File: config.mk
export PLATFORM = sky130hd
export DESIGN_NAME = mux8_rr_arbiter_flat
export DESIGN_NICKNAME = d
export VERILOG_FILES = /design/src/rtl/mux8_rr_arbiter_if.sv /design/src/rtl/mux8_rr_arbiter.sv /design/src/flat_wrapper.sv
export SDC_FILE = /design/constraint.sdc
export NUM_CORES = 1
export LEC_CHECK = 0
export CELL_PAD_IN_SITES_DETAIL_PLACEMENT = 1
export CELL_PAD_IN_SITES_GLOBAL_PLACEMENT = 1
export CORE_MARGIN = 4
export CORE_UTILIZATION = 39
export CTS_BUF_LIST = sky130_fd_sc_hd__clkbuf_4 sky130_fd_sc_hd__clkbuf_8
export DETAILED_ROUTE_END_ITERATION = 7
export MAX_ROUTING_LAYER = met4
export PLACE_DENSITY_LB_ADDON = 0.1
export SLEW_MARGIN = 20
export SYNTH_ARGS = -nofsm -noshare
export SYNTH_HDL_FRONTEND = slang
export SYNTH_SLANG_ARGS = --single-unit
File: constraint.sdc
create_clock -name clk_i -period 4 [get_ports clk_i]
set_clock_uncertainty 0.1 [all_clocks]
set_input_delay 0.8 -clock clk_i [delete_from_list [all_inputs] [get_ports clk_i]]
set_output_delay 0.8 -clock clk_i [all_outputs]
set_load 0.1 [all_outputs]
File: src/rtl/mux8_rr_arbiter_if.sv
// Request/grant/select bundle between the round-robin arbiter, its eight
// requesters and the 8-to-1 datapath mux select inputs.
interface mux8_rr_arbiter_if #(
    parameter int HOLD_W = 4
) ();
    logic [7:0]        req;
    logic              s2;
    logic              s1;
    logic              s0;
    logic [7:0]        grant;
    logic              busy;
    logic [HOLD_W-1:0] hold_cnt;

    // Arbiter side
    modport master (
        input  req,
        output s2, s1, s0, grant, busy, hold_cnt
    );

    // Requester / mux side
    modport slave (
        output req,
        input  s2, s1, s0, grant, busy, hold_cnt
    );
endinterface

File: src/rtl/mux8_rr_arbiter.sv
// Round-robin arbiter for the shared 8-to-1 mux: grants one requester at a
// time, bounds each grant to MAX_HOLD cycles and forces an idle cycle between owners.
module mux8_rr_arbiter #(
    parameter int MAX_HOLD = 8,
    parameter int HOLD_W   = 4
) (
    input  logic                     clk_i,
    input  logic                     rst_ni,
    mux8_rr_arbiter_if.master        arb_if
);

    typedef enum logic {
        IDLE = 1'b0,
        BUSY = 1'b1
    } state_t;

    localparam logic [HOLD_W-1:0] HOLD_MAX = HOLD_W'(MAX_HOLD);
    localparam logic [HOLD_W-1:0] HOLD_ONE = HOLD_W'(1);

    state_t            state_q, state_d;
    logic [2:0]        sel_q, sel_d;
    logic [7:0]        grant_q, grant_d;
    logic [HOLD_W-1:0] hold_q, hold_d;
    logic [2:0]        last_q, last_d;

    logic [2:0]        winner;
    logic [2:0]        probe;
    logic              found;
    logic              release_now;

    // Rotating priority search starting just after the last released owner.
    always_comb begin
        winner = last_q + 3'd1;
        probe  = last_q;
        found  = 1'b0;
        for (int k = 0; k < 8; k++) begin
            probe = last_q + 3'd1 + 3'(k);
            if (!found && arb_if.req[probe]) begin
                winner = probe;
                found  = 1'b1;
            end
        end
    end

    assign release_now = !arb_if.req[sel_q] || (hold_q == HOLD_MAX);

    // NOTE: every always_comb output gets a default first so no latch can be inferred.
    always_comb begin
        state_d = state_q;
        sel_d   = sel_q;
        grant_d = grant_q;
        hold_d  = hold_q;
        last_d  = last_q;
        unique case (state_q)
            IDLE: begin
                if (found) begin
                    sel_d   = winner;
                    grant_d = 8'b1 << winner;
                    hold_d  = HOLD_ONE;
                    state_d = BUSY;
                end
            end
            BUSY: begin
                if (release_now) begin
                    grant_d = '0;
                    hold_d  = '0;
                    last_d  = sel_q;
                    state_d = IDLE;
                end else begin
                    hold_d  = hold_q + HOLD_ONE;
                end
            end
            default: state_d = IDLE;
        endcase
    end

    // NOTE: sequential state uses non-blocking assignments only, so every
    // register samples the pre-edge values of the others.
    always_ff @(posedge clk_i or negedge rst_ni) begin
        if (!rst_ni) begin
            state_q <= IDLE;
            sel_q   <= 3'd0;
            grant_q <= '0;
            hold_q  <= '0;
            last_q  <= 3'd7;
        end else begin
            state_q <= state_d;
            sel_q   <= sel_d;
            grant_q <= grant_d;
            hold_q  <= hold_d;
            last_q  <= last_d;
        end
    end

    assign arb_if.s2       = sel_q[2];
    assign arb_if.s1       = sel_q[1];
    assign arb_if.s0       = sel_q[0];
    assign arb_if.grant    = grant_q;
    assign arb_if.busy     = |grant_q;
    assign arb_if.hold_cnt = hold_q;

endmodule

File: src/flat_wrapper.sv
// flat-port wrapper written by rule: the top's interface ports become plain ports
module mux8_rr_arbiter_flat 
#(
    parameter int MAX_HOLD = 8,
    parameter int HOLD_W   = 4
)
  (clk_i, rst_ni, arb_if_req, arb_if_s2, arb_if_s1, arb_if_s0, arb_if_grant, arb_if_busy, arb_if_hold_cnt);
  mux8_rr_arbiter_if #(.HOLD_W(HOLD_W)) arb_if_i ();
  input  logic clk_i;
  input  logic rst_ni;
  input wire logic [$bits(arb_if_i.req)-1:0] arb_if_req;
  output wire logic [$bits(arb_if_i.s2)-1:0] arb_if_s2;
  output wire logic [$bits(arb_if_i.s1)-1:0] arb_if_s1;
  output wire logic [$bits(arb_if_i.s0)-1:0] arb_if_s0;
  output wire logic [$bits(arb_if_i.grant)-1:0] arb_if_grant;
  output wire logic [$bits(arb_if_i.busy)-1:0] arb_if_busy;
  output wire logic [$bits(arb_if_i.hold_cnt)-1:0] arb_if_hold_cnt;
  assign arb_if_i.req = arb_if_req;
  assign arb_if_s2 = arb_if_i.s2;
  assign arb_if_s1 = arb_if_i.s1;
  assign arb_if_s0 = arb_if_i.s0;
  assign arb_if_grant = arb_if_i.grant;
  assign arb_if_busy = arb_if_i.busy;
  assign arb_if_hold_cnt = arb_if_i.hold_cnt;
  mux8_rr_arbiter #(.MAX_HOLD(MAX_HOLD), .HOLD_W(HOLD_W)) u_core (.clk_i(clk_i), .rst_ni(rst_ni), .arb_if(arb_if_i));
endmodule
==> results by group <==
Detailed routing
  • Wire per inst: 20.2 um
  • Via count: around 1600
  • Pre-antenna DRT Iters: 4
  • Via density: 6.42
  • Final ANT Viol Nets: 0
  • Drt initial violations: 113
  • WL final: 4990 um
  • DRC: 0

Min path
  • Hold_sp: u_core.arb_if.grant[5]
  • Min-delay worst type: reg -> reg
  • Worst Hold Depth: 2
  • Hold Path Sink: u_core.arb_if.grant[5]

Clock network
  • Total CTS buffers: 3
  • Worst-Skew Late Latency: 260 ps
  • Clock sink count: 19
  • TritonCTS clock tree: done
  • Hold_buf cts: 0
  • Clk buf depth: 2
  • CTS H-tree depth: 1
  • Post-CTS setup buffers: 0
  • Root Driver: clkbuf_8
  • Clk slew on worst S/H paths: around 80 ps

Flow run
  • Max-cap violations: 0

Setup path
  • Critical Path Sink Type: flop
  • CP startpoint kind: flop
  • R2r startpoint: u_core.last_q[0]
  • Largest stage delay on the critical path: 640 ps
  • Worst r2r path cells: 9
  • Crit-path cells: inv_1, ha_2, mux4_2, nand2b_1, o221ai_1, nand4_2, o21a_1, a31oi_1, o31ai_1
  • CP Class: reg -> reg
  • R2r setup slk: 210 ps
  • CP bufs+invs: 1
  • Critical path's slowest cell: mux4_2
  • Critical Path RT: ~4000 ps
  • FF-to-FF End: u_core.arb_if.grant[3]
  • Largest delay contributor family on the critical path: compound AO/OA/AOI/OAI gates
  • Worst EP arrival: 3810 ps
  • Crit path depth: 9
  • CP Max Fanout: 10

Synth
  • Synthesized flop and latch total: 19
  • Ys async rst share: 100%
  • Top-count cell post-synth: dfrtp_1
  • Post-synth EDFFs: 0
  • Netlist cell types: 50
  • Commonest cells post-synth: 16 x dfrtp_1, 14 x nand2_1, 12 x mux4_2, 12 x nand3_1
  • Seq/Total Area, Yosys: 27.7%
  • Post-synth top area share: 23.2%
  • Cells after synthesis: 172
  • Yosys top cell by area: dfrtp_1
  • Synth warn: 0
  • Post-synth top flop: dfrtp_1
  • Cell Area, Synth: 1730 sq um
  • Ranking of synthesized cells by area: dfrtp_1 23%, mux4_2 16%, dfstp_2 4.6%
  • Syn Area/Cell: just over 10 sq um
  • Post-synth net total: 186

Floorplanning
  • Initial core utilization: 41.7%
  • Io pins: 26
  • Die area: 5560 sq um
  • Die X-Extent: 74.6 um
  • Core area: 4140 sq um
  • Die Y: 74.6 um
  • Row count: 23

Place
  • Post-DP HPWL: 3870 um
  • DP Cell Count: 243
  • Gpl congestion: 0.973
  • I/O Buffers: 25

Timing
  • Slew @ Worst Pin: approximately 970 ps
  • Final worst-path cycle share: 94.8%
  • Setup-failing EPs final: 0
  • RSZ-0062 raised after global routing: false
  • Final count of pins violating max slew: 0
  • Post-layout minimum cycle time: between 3000 and 4000 ps
  • Hold Vio Cnt, Final: 0
  • Slew HR: 34.8%
  • Max Freq: 264 MHz
  • Fin Setup TNS: 0 ps

Layout
  • P&R area growth vs syn: 20.8%
  • Share of cells above drive strength 1: 18.8%
  • NumNets Final: 212
  • Antenna Cells: 0
  • Non-filler cells, final: around 250

Global routing
  • Tot GR Track Use: 19.3%
  • Number of global-route vias before repair: 1619
  • First-pass GRT wire length: 8000 um
  • Initial antenna violation count: 0
  • GRT Residual Overflow: 0
  • Largest net degree at the start of global routing: 20

Outcome
  • Status: completed
==> cell type report <==
| class | count | area, sq um |
|---|---|---|
| fill | 471 | 2060 |
| multi-input combinational | 134 | 1170 |
| sequential | 19 | 479 |
| timing repair buffer | 30 | 288 |
| tap | 50 | 62.6 |
| clock buffer | 3 | 41.3 |
| inverter | 10 | 37.5 |
| clock inverter | 1 | 5.00 |
==> worst min-delay path: stages, from the launching register on <==
cell and delay, ps:
dfrtp_1 370, nand3_1 70, o31ai_1 70
==> flip-flops by register name, indices dropped and copies added, names as in the netlist <==
register / cells
u_core.arb_if.grant: 8
u_core.arb_if.hold_cnt: 4
u_core.last_q: 3
u_core.sel_q: 3
u_core.state_q: 1
==> routing by layer <==
layer / wire length [um] / GRT usage [%]
met1: 2310 / 26.2
met2: 2510 / 31.0
met3: 96 / 1.35
met4: 76 / 5.73
met5: 0 / -
==> layout by cell type (no fill, tap or decap), types with 3 or more instances in the layout <==
cell type	netlist	layout
dfrtp_1	16	16
nand2_1	14	14
nor3_1	5	5
nand3_1	12	12
clkdlybuf4s50_1	0	25
o31ai_1	8	8
nor2_1	8	8
dfstp_2	3	3
a21oi_1	10	10
ha_1	4	3
mux2i_1	3	3
clkbuf_8	0	3
o21a_1	3	3
mux2_2	6	6
mux4_2	12	12
inv_1	10	10
a21o_1	3	3
o21ai_0	8	8
nor2b_1	3	3
buf_4	1	5
==> per-stage QoR <==
step / util (%) / area [sq um] / hold slack, ps / setup WS (ps)
final: 50.4 / 2090 / 438 / 208
after global placement: 49.0 / 2030 / 409 / 274
after floorplan: - / 1730 / 404 / 235
after global routing: 50.4 / 2090 / 470 / 22.4
after CTS: 50.2 / 2080 / 444 / 96.0
after detailed placement: 49.0 / 2030 / 431 / 79.8
==> timing repair <==
action | CTS | global route
gates resized for setup | 0 | 2
setup endpoints to repair | 0 | 7
endpoints found under the hold margin | 0 | 0
==> worst max path at each step <==
stage                                  end             start  slack [ps]
global placement           u_core.sel_q[1]     arb_if_req[2]         270
finish              u_core.arb_if.grant[3]  u_core.last_q[0]         210
detailed placement  u_core.arb_if.grant[3]     arb_if_req[4]          80
floorplan           u_core.arb_if.grant[1]  u_core.last_q[0]         240
CTS                 u_core.arb_if.grant[3]  u_core.last_q[0]         100
global route        u_core.arb_if.grant[3]  u_core.last_q[0]          20
==> logic make-up (layout without fill, tap and decap cells) <==
logic type	count (synthesis)	after routing	synth area share, %
xor gates and xnor gates	5	5	4.27
buffers and inverters	19	44	4.92
AOI/OAI and AO/OA	52	52	21.6
muxes	23	23	24.3
DFF	19	19	27.7
adders and majority gates	4	4	2.89
and+or+nand+nor	50	50	14.3
Power is not shown: default switching activity piles up to over one toggle a cycle in this logic, so the estimate is an artifact.
